File: src/rtl/chan_pkt_pkg.sv
// Shared types and sizing helpers for the channel packetizer and its output buffer.
package chan_pkt_pkg;

    typedef enum logic {
        S_IDLE = 1'b0,
        S_FILL = 1'b1
    } pkt_state_e;

    // Skid entry layout is {tdata, tuser, tlast, eob}.
    function automatic int unsigned skid_entry_width(input int unsigned dw, input int unsigned tw);
        return dw + tw + 2;
    endfunction

    localparam int unsigned SKID_ENTRY_W = skid_entry_width(32, 24);

endpackage

File: src/rtl/axi_skid_2.sv
// Generic 2-entry registered valid/ready buffer; output payload and valid come straight from flops.
module axi_skid_2 #(
    parameter int unsigned WIDTH = 8
) (
    input  logic             clk,
    input  logic             rst_n,
    input  logic             in_valid,
    input  logic [WIDTH-1:0] in_data,
    output logic             in_ready,
    output logic             out_valid,
    output logic [WIDTH-1:0] out_data,
    input  logic             out_ready
);

    logic [1:0]       cnt_q, cnt_d;
    logic [WIDTH-1:0] head_q, head_d, tail_q, tail_d;
    logic             valid_q, ready_q;
    logic             push, pop;

    always_comb begin
        push   = in_valid & ready_q;
        pop    = valid_q & out_ready;
        cnt_d  = cnt_q;
        head_d = head_q;
        tail_d = tail_q;
        unique case ({push, pop})
            2'b10: begin
                if (cnt_q == 2'd0) head_d = in_data;
                else               tail_d = in_data;
                cnt_d = cnt_q + 2'd1;
            end
            2'b01: begin
                head_d = tail_q;
                cnt_d  = cnt_q - 2'd1;
            end
            2'b11: begin
                if (cnt_q == 2'd2) begin
                    head_d = tail_q;
                    tail_d = in_data;
                end else begin
                    head_d = in_data;
                end
            end
            default: ;
        endcase
    end

    // Ready is registered from the next count, so a full buffer stays closed during its pop cycle.
    always_ff @(posedge clk or negedge rst_n) begin
        if (!rst_n) begin
            cnt_q   <= '0;
            head_q  <= '0;
            tail_q  <= '0;
            valid_q <= 1'b0;
            ready_q <= 1'b0;
        end else begin
            cnt_q   <= cnt_d;
            head_q  <= head_d;
            tail_q  <= tail_d;
            valid_q <= (cnt_d != 2'd0);
            ready_q <= (cnt_d < 2'd2);
        end
    end

    assign in_ready  = ready_q;
    assign out_valid = valid_q;
    assign out_data  = head_q;

endmodule

File: src/rtl/chan_packetizer.sv
// Re-frames the down-selected sample stream into fixed-length packets with tlast/EOB,
// presented through a registered 2-entry AXI-Stream output buffer.
import chan_pkt_pkg::*;

module chan_packetizer #(
    parameter int unsigned DATA_WIDTH  = 32,
    parameter int unsigned TUSER_WIDTH = 24
) (
    input  logic                   clk,
    input  logic                   sync_reset_n,
    input  logic [15:0]            packet_length,
    input  logic                   s_axis_tvalid,
    input  logic [DATA_WIDTH-1:0]  s_axis_tdata,
    input  logic [TUSER_WIDTH-1:0] s_axis_tuser,
    input  logic                   s_axis_tlast,
    input  logic                   eob_in,
    output logic                   s_axis_tready,
    output logic                   m_axis_tvalid,
    output logic [DATA_WIDTH-1:0]  m_axis_tdata,
    output logic [TUSER_WIDTH-1:0] m_axis_tuser,
    output logic                   m_axis_tlast,
    output logic                   m_axis_eob,
    input  logic                   m_axis_tready,
    output logic [31:0]            pkt_count
);

    localparam int unsigned ENTRY_W = skid_entry_width(DATA_WIDTH, TUSER_WIDTH);

    pkt_state_e             state_q, state_d;
    logic [15:0]            word_cnt_q, word_cnt_d, len_q, len_d, len_start, cnt_inc;
    logic [TUSER_WIDTH-1:0] sop_tuser_q, sop_tuser_d, tuser_push;
    logic [31:0]            pkt_count_q, pkt_count_d;
    logic                   frame_err_q, frame_err_d;
    logic                   take, close;
    logic [ENTRY_W-1:0]     push_entry, head_entry;

    always_comb begin
        take        = s_axis_tvalid & s_axis_tready;
        len_start   = (packet_length == '0) ? 16'd1 : packet_length;
        cnt_inc     = word_cnt_q + 16'd1;
        state_d     = state_q;
        word_cnt_d  = word_cnt_q;
        len_d       = len_q;
        sop_tuser_d = sop_tuser_q;
        tuser_push  = sop_tuser_q;
        close       = 1'b0;
        if (take) begin
            unique case (state_q)
                S_IDLE: begin
                    len_d       = len_start;
                    sop_tuser_d = s_axis_tuser;
                    tuser_push  = s_axis_tuser;
                    close       = (len_start == 16'd1) | eob_in;
                    word_cnt_d  = close ? 16'd0 : 16'd1;
                    state_d     = close ? S_IDLE : S_FILL;
                end
                S_FILL: begin
                    close      = (cnt_inc == len_q) | eob_in;
                    word_cnt_d = close ? 16'd0 : cnt_inc;
                    state_d    = close ? S_IDLE : S_FILL;
                end
                default: ;
            endcase
        end
        frame_err_d = frame_err_q | (take & close & eob_in & ~s_axis_tlast);
        pkt_count_d = pkt_count_q;
        if (m_axis_tvalid & m_axis_tready & m_axis_tlast) pkt_count_d = pkt_count_q + 32'd1;
        push_entry = {s_axis_tdata, tuser_push, close, close & eob_in};
    end

    always_ff @(posedge clk or negedge sync_reset_n) begin
        if (!sync_reset_n) begin
            state_q     <= S_IDLE;
            word_cnt_q  <= '0;
            len_q       <= 16'd1;
            sop_tuser_q <= '0;
            pkt_count_q <= '0;
            frame_err_q <= 1'b0;
        end else begin
            state_q     <= state_d;
            word_cnt_q  <= word_cnt_d;
            len_q       <= len_d;
            sop_tuser_q <= sop_tuser_d;
            pkt_count_q <= pkt_count_d;
            frame_err_q <= frame_err_d;
        end
    end

    axi_skid_2 #(.WIDTH(ENTRY_W)) u_skid (
        .clk       (clk),
        .rst_n     (sync_reset_n),
        .in_valid  (s_axis_tvalid),
        .in_data   (push_entry),
        .in_ready  (s_axis_tready),
        .out_valid (m_axis_tvalid),
        .out_data  (head_entry),
        .out_ready (m_axis_tready)
    );

    assign {m_axis_tdata, m_axis_tuser, m_axis_tlast, m_axis_eob} = head_entry;
    assign pkt_count = pkt_count_q;

endmodule
File: config.mk
export PLATFORM = sky130hd
export DESIGN_NAME = chan_packetizer
export DESIGN_NICKNAME = d
export VERILOG_FILES = /design/src/rtl/chan_pkt_pkg.sv /design/src/rtl/axi_skid_2.sv /design/src/rtl/chan_packetizer.sv
export SDC_FILE = /design/constraint.sdc
export NUM_CORES = 1
export LEC_CHECK = 0
export ABC_AREA = 1
export ABC_CLOCK_PERIOD_IN_PS = 4580
export BUFFER_PORTS_ARGS = -buffer_cell sky130_fd_sc_hd__buf_2
export CELL_PAD_IN_SITES_DETAIL_PLACEMENT = 1
export CELL_PAD_IN_SITES_GLOBAL_PLACEMENT = 1
export CORE_UTILIZATION = 45
export DETAILED_ROUTE_END_ITERATION = 10
export GPL_ROUTABILITY_DRIVEN = 0
export HOLD_SLACK_MARGIN = 0.1
export PLACE_DENSITY_LB_ADDON = 0.12
export SYNTH_ARGS = -nofsm -noshare
export SYNTH_HDL_FRONTEND = slang
export SYNTH_SLANG_ARGS = --single-unit
File: constraint.sdc
create_clock -name clk -period 4.58 [get_ports clk]
set_clock_uncertainty 0.05 [all_clocks]
set_input_delay 0.916 -clock clk [delete_from_list [all_inputs] [get_ports clk]]
set_output_delay 0.916 -clock clk [all_outputs]
set_load 0.02 [all_outputs]
==> flow_metrics.env, run 1 <==
export IMPL_status="complete, no violations"
export IMPL_firstDrtPassIters=4
export IMPL_pre_cts_ws_ns=1.13
export IMPL_gr_total_overflow=0
export IMPL_dieArea_um2=22200
export IMPL_ys_seq_elements=209
export IMPL_start_util_pct=46.1
export IMPL_hold_slack_ns=0.364
export IMPL_cts_htree_levels=1
export IMPL_wl_um=25900
export IMPL_portBuffers=168
export IMPL_ios=170
export IMPL_clock_latency_ns=0.54
export IMPL_postLayoutCoreUtil_pct=55.5
export IMPL_ir_worst_vdd_v=0.000426
export IMPL_viasPerCell=5.09
export IMPL_setup_violations=0
export IMPL_seq_area_um2=5230
export IMPL_maxCapViolCount=0
export IMPL_fill_cells=2608
export IMPL_crit_required_ns=4.94
export IMPL_crit_path_max_fanout=56
export IMPL_critPathMaxStageDelay_ns=0.41
export IMPL_cp_start_kind="primary input"
export IMPL_p_leak_uw=0.00598
export IMPL_yosysWarnings=0
export IMPL_layout_common_cells="nand2_1, dfrtp_1, buf_2"
export IMPL_grt_util_met1_pct=30.7
export IMPL_drtAntennaViolNets=0
export IMPL_root_buffer="clkbuf_16"
export IMPL_yosysTopAreaCellShare_pct=53.4
export IMPL_syn_area_um2=9740
export IMPL_dp_hpwl_um=17200
export IMPL_clockBufferDepth=3
export IMPL_cts_resized_gates=0
export IMPL_synthDistinctLibCells=43
export IMPL_relSlewSlack_pct=37.7
export IMPL_clk_pin_slew_worst_paths_ns=0.06
export IMPL_top_usage_layer="met2"
export IMPL_drc=0
export IMPL_syn_area_per_cell_um2=8.41
export IMPL_num_vias=8215
export IMPL_cp_slowest_cell="inv_2"
export IMPL_grt_pass1_vias=8559
export IMPL_fin_cells=1615
export IMPL_hp_class="primary input to asynchronous set/reset pin"
export IMPL_crit_chain="buf_2 -> nand2_1 -> buf_4 -> inv_2 -> ha_1 -> inv_1 -> nor2_1 -> inv_1 -> nand3_4 -> clkinv_1 -> buf_4 -> nand3_1 -> o21ai_1"
export IMPL_multi_input_area_um2=3850
export IMPL_synth_fp_nets=1242
export IMPL_fin_crit_sh_pct=62.2
export IMPL_cts_hold_buf=0
export IMPL_timing_worst_setup_path_type="primary input to flip-flop"
export IMPL_finalMaxSlewViolations=0
export IMPL_grtUsageMet3_pct=5.23
export IMPL_clock_sinks=209
export IMPL_num_nets_final=1407
export IMPL_die_x_um=149
export IMPL_synth_area_leaders="dfrtp_1, nand2_1, inv_1"
export IMPL_dpl_cell_count=1570
export IMPL_grt_max_degree=107
export IMPL_die_y_um=149
export IMPL_grt_antenna_before_repair=4
export IMPL_post_cts_buffers=0
export IMPL_ys_seq_area_share_pct=53.7
export IMPL_yosys_area_top_type="dfrtp_1"
export IMPL_drtIter0Drc=247
export IMPL_coreArea_um2=21200
export IMPL_fin_setup_tns_ns=0
export IMPL_grt_pass1_wl_um=43000
export IMPL_drive_above_1_share_pct=20.5
export IMPL_powerDensity_nw_per_um2=636
export IMPL_fmax_mhz=351
export IMPL_timing_final_ws_setup_ns=1.73
export IMPL_wl_per_cell_um=16.0
export IMPL_grt_use_met2_pct=41.2
export IMPL_rows=53
export IMPL_syn_inst=1158
export IMPL_syn_to_final_growth_pct=20.5
export IMPL_grt_usage_pct=24.1
export IMPL_final_hold_viol_count=0
export IMPL_critPathCaptureType="flip-flop"
export IMPL_cts_tree="yes"
export IMPL_cts_inserted_buffers=26
export IMPL_crit_arrival_ns=3.21
export IMPL_min_period_ns=2.85
export IMPL_layout_commonest_cell="nand2_1"
export IMPL_rsz0062_at_grt="no"
export IMPL_tightestPinTransition_ns=0.934
==> area by class of cell <==
class	instances	share of cell area, %
clock buffer	35	6.26
tap	275	2.93
timing repair buffer	182	8.36
antenna	1	0.0213
inverter	139	4.45
sequential	209	44.6
clock inverter	9	0.650
multi-input combinational	765	32.8
==> layer usage <==
metal / vias to the layer above / routed length, um
met2: 146 / 12500
li1: 4016 / -
met1: 3996 / 11400
met5: - / 37
met3: 51 / 1260
met4: 6 / 709
==> critical path, delay by kind of cell <==
family,cells,cell delay (ns)
and+or+nand+nor,4,0.72
buffers and inverters,7,1.22
adders and majority gates,1,0.26
AOI/OAI and AO/OA,1,0.06
==> kinds of logic after synthesis <==
logic type      after synthesis  share of synthesized area [%]
simple gates                560                           25.1
xor+xnor                     36                           3.39
flops                       209                           53.7
compound gates              163                           9.90
fa+ha+maj                     6                          0.771
buf+inv                     184                           7.17
==> stage by stage <==
step           power, uW  cell area (um^2)
2_1_floorplan       4650              9740
3_3_place_gp        5470             10900
3_5_place_dp        5580             10900
4_1_cts             7570             11700
5_1_grt             8010             11700
6_report            7460             11700
==> cell usage after synthesis, drive strengths merged <==
master / n
clkinv: 2
xor2: 25
buf: 5
nand4: 14
o31ai: 2
nor4: 10
clkbuf: 40
a21oi: 13
o22ai: 12
nor3: 8
ha: 6
nand3: 48
or3: 1
nand2: 392
nor2: 79
xnor2: 10
xor3: 1
a21o: 1
a31oi: 22
dfstp: 1
inv: 137
o211ai: 32
nand3b: 7
dfrtp: 208
or2: 1
o21ai: 81
==> registers in the layout, summed over array words and instances, names as in the netlist <==
name,count
len_q,16
word_cnt_q,16
pkt_count,32
sop_tuser_q,24
u_skid.cnt_q,2
u_skid.out_data,58
u_skid.in_ready,1
u_skid.out_valid,1
state_q,1
u_skid.tail_q,58
==> final timing paths <==
kind | slack (ns) | from | cells past startpoint | to
min | 0.36 | sync_reset_n | 1 | word_cnt_q[15]
max in group asynchronous | 3.07 | sync_reset_n | 2 | u_skid.tail_q[36]
max | 1.73 | s_axis_tvalid | 13 | u_skid.tail_q[0]
max reg2reg | 1.82 | u_skid.in_ready | 12 | u_skid.tail_q[0]
min in group clk | 0.43 | u_skid.tail_q[14] | 2 | u_skid.tail_q[14]
min reg2reg | 0.43 | u_skid.tail_q[14] | 2 | u_skid.tail_q[14]
==> where the power goes <==
part | switching [uW] | internal, uW
clock network | 802 | 1120
registers | 392 | 2560
logic | 1730 | 848
total | 2930 | 4530
Power figures use the tool's default switching activity.
==> inputs of run 2 (changes only) <==
--- a/config.mk
+++ b/config.mk
@@ -6,11 +6,11 @@
 export NUM_CORES = 1
 export LEC_CHECK = 0
 export ABC_AREA = 1
-export ABC_CLOCK_PERIOD_IN_PS = 4580
+export ABC_CLOCK_PERIOD_IN_PS = 3000
 export BUFFER_PORTS_ARGS = -buffer_cell sky130_fd_sc_hd__buf_2
 export CELL_PAD_IN_SITES_DETAIL_PLACEMENT = 1
 export CELL_PAD_IN_SITES_GLOBAL_PLACEMENT = 1
-export CORE_UTILIZATION = 45
+export CORE_UTILIZATION = 42
 export DETAILED_ROUTE_END_ITERATION = 10
 export GPL_ROUTABILITY_DRIVEN = 0
 export HOLD_SLACK_MARGIN = 0.1
==> constraint.sdc (replaced) <==
create_clock -name clk -period 3 [get_ports clk]
set_clock_uncertainty 0.05 [all_clocks]
set_input_delay 0.6 -clock clk [delete_from_list [all_inputs] [get_ports clk]]
set_output_delay 0.6 -clock clk [all_outputs]
set_load 0.02 [all_outputs]
==> run 2 against run 1 <==
Effect of this change:
- worst hold slack worse by 0.096 ns
- critical path type is now flip-flop to flip-flop
- worst setup slack worse by 1.1 ns
- sequential power up 53%
- register-to-register slack worse by 1.2 ns
- design area up 1.2%
- critical endpoint is now u_skid.out_data[0]
- via count up 0.60%
- global-route usage down 1.6 points
- cell count up 0.93%
- routed wire length up 0.97%
- critical path depth unchanged
- non-clock buffer count up 6
==> flow_metrics.env, run 2 (same netlist as run 1, synthesis figures left out) <==
export IMPL_status="complete, no violations"
export IMPL_firstDrtPassIters=4
export IMPL_fill_cells=2791
export IMPL_grt_use_met2_pct=39.4
export IMPL_grt_usage_pct=22.6
export IMPL_crit_arrival_ns=2.77
export IMPL_crit_top_cell="nand2_1"
export IMPL_pwr_share_seq_pct=39.0
export IMPL_clk_pin_slew_worst_paths_ns=0.06
export IMPL_swShare_pct=38.2
export IMPL_viasPerCell=5.07
export IMPL_fmax_mhz=421
export IMPL_clockBufferDepth=3
export IMPL_rows=55
export IMPL_finalMaxSlewViolations=0
export IMPL_power_net_switching_uw=4430
export IMPL_grt_util_met1_pct=28.6
export IMPL_hold_slack_ns=0.268
export IMPL_die_x_um=154
export IMPL_layout_common_cells="nand2_1, dfrtp_1, buf_2"
export IMPL_setup_violations=0
export IMPL_crit_chain="ha_1 -> nand2_2 -> nor2_4 -> nand2_1 -> nand2_1 -> nand2_1 -> nand2_1 -> nand4_2 -> nor2_2 -> nand3_4 -> nand2_4 -> nand4_1 -> a21oi_1"
export IMPL_num_vias=8264
export IMPL_tightestPinTransition_ns=0.544
export IMPL_cell_internal_pwr_uw=7160
export IMPL_hp_class="primary input to flip-flop"
export IMPL_start_util_pct=42.9
export IMPL_cts_tree="yes"
export IMPL_layout_commonest_cell="nand2_1"
export IMPL_cts_htree_levels=1
export IMPL_powerDensity_nw_per_um2=975
export IMPL_dieArea_um2=23800
export IMPL_crit_required_ns=3.39
export IMPL_fin_setup_tns_ns=0
export IMPL_dp_hpwl_um=17500
export IMPL_rsz0062_at_grt="no"
export IMPL_grt_max_degree=89
export IMPL_coreArea_um2=22700
export IMPL_critPathMaxStageDelay_ns=0.48
export IMPL_drc=0
export IMPL_p_comb_share_pct=34.5
export IMPL_cp_start_kind="flip-flop"
export IMPL_drtIter0Drc=368
export IMPL_timing_worst_setup_path_type="flip-flop to flip-flop"
export IMPL_pwr_share_clk_pct=26.5
export IMPL_wl_per_cell_um=16.0
export IMPL_grt_pass1_vias=8749
export IMPL_root_buffer="clkbuf_16"
export IMPL_drive_above_1_share_pct=20.7
export IMPL_clock_sinks=209
export IMPL_final_hold_viol_count=0
export IMPL_relSlewSlack_pct=63.8
export IMPL_diodes=0
export IMPL_die_y_um=154
export IMPL_gr_total_overflow=0
export IMPL_ios=170
export IMPL_grtUsageMet3_pct=4.62
export IMPL_ir_worst_vdd_v=0.000569
export IMPL_p_leak_uw=0.00604
export IMPL_num_nets_final=1411
export IMPL_top_usage_layer="met2"
export IMPL_cp_slowest_cell="dfrtp_1"
export IMPL_cts_inserted_buffers=24
export IMPL_drtAntennaViolNets=0
export IMPL_critPathCaptureType="flip-flop"
export IMPL_portBuffers=168
export IMPL_wl_um=26100
export IMPL_syn_to_final_growth_pct=21.9
export IMPL_grt_antenna_before_repair=2
export IMPL_grt_pass1_wl_um=43600
export IMPL_fin_crit_sh_pct=79.2
export IMPL_min_period_ns=2.38
export IMPL_clock_latency_ns=0.52
export IMPL_maxCapViolCount=0
export IMPL_crit_path_max_fanout=16
run 2: final cells by class:
cell class / count / area [um^2] / area share (%)
tap: 285 / 357 / 3.00
multi-input combinational: 765 / 3850 / 32.4
sequential: 209 / 5230 / 44.0
timing repair buffer: 188 / 1080 / 9.08
clock inverter: 8 / 126 / 1.06
clock buffer: 36 / 716 / 6.03
inverter: 139 / 522 / 4.39
run 2: per-stage QoR:
stage,cells,instance area [um^2],utilization (%),setup slack (ns),power [uW]
after floorplan,1158,9740,-,0.340,7100
after global routing,1630,11900,52.3,0.422,12400
after CTS,1630,11900,52.3,0.597,11800
after detailed placement,1585,11000,48.5,0.445,8590
final,1630,11900,52.3,0.623,11600
after global placement,1585,11000,48.5,0.500,8420
run 2: worst max-delay path: cells and delay by family (launching register included):
| kind | cells | cell delay (ns) |
|---|---|---|
| AOI/OAI and AO/OA | 1 | 0.13 |
| adders and majority gates | 1 | 0.27 |
| DFF | 1 | 0.48 |
| and+or+nand+nor | 11 | 1.37 |
run 2: power groups by stage:
| stage | combinational, uW | sequential (uW) | clock (uW) |
|---|---|---|---|
| floorplan | 2130 | 4960 | 0 |
| global placement | 3920 | 4500 | 0 |
| detailed placement | 4040 | 4550 | 0 |
| CTS | 4090 | 4520 | 3140 |
| global route | 4500 | 4640 | 3240 |
| finish | 4000 | 4510 | 3080 |
run 2: worst paths after layout:
path                              startpoint                  end  slack (ns)  cells after the start
min                        packet_length[15]            len_q[15]        0.27                      3
max                            word_cnt_q[0]   u_skid.out_data[0]        0.62                     13
min in group asynchronous       sync_reset_n            len_q[15]        0.57                      2
min reg2reg                u_skid.tail_q[12]    u_skid.tail_q[12]        0.43                      2
max in group asynchronous       sync_reset_n  u_skid.out_data[14]        1.59                      3
max reg2reg                    word_cnt_q[0]   u_skid.out_data[0]        0.62                     13
run 2: layer usage:
| layer | share of wire, % | vias to the layer above |
|---|---|---|
| li1 | - | 4026 |
| met1 | 44 | 4052 |
| met2 | 49 | 153 |
| met3 | 5.5 | 33 |
| met4 | 1.9 | 0 |
| met5 | 0 | - |
run 2: what timing repair did:
action / CTS / global route
buffers inserted: 0 / 0
hold buffers: 1 / 0
resized for setup: 0 / 0
hold endpoints to repair: 60 / 0
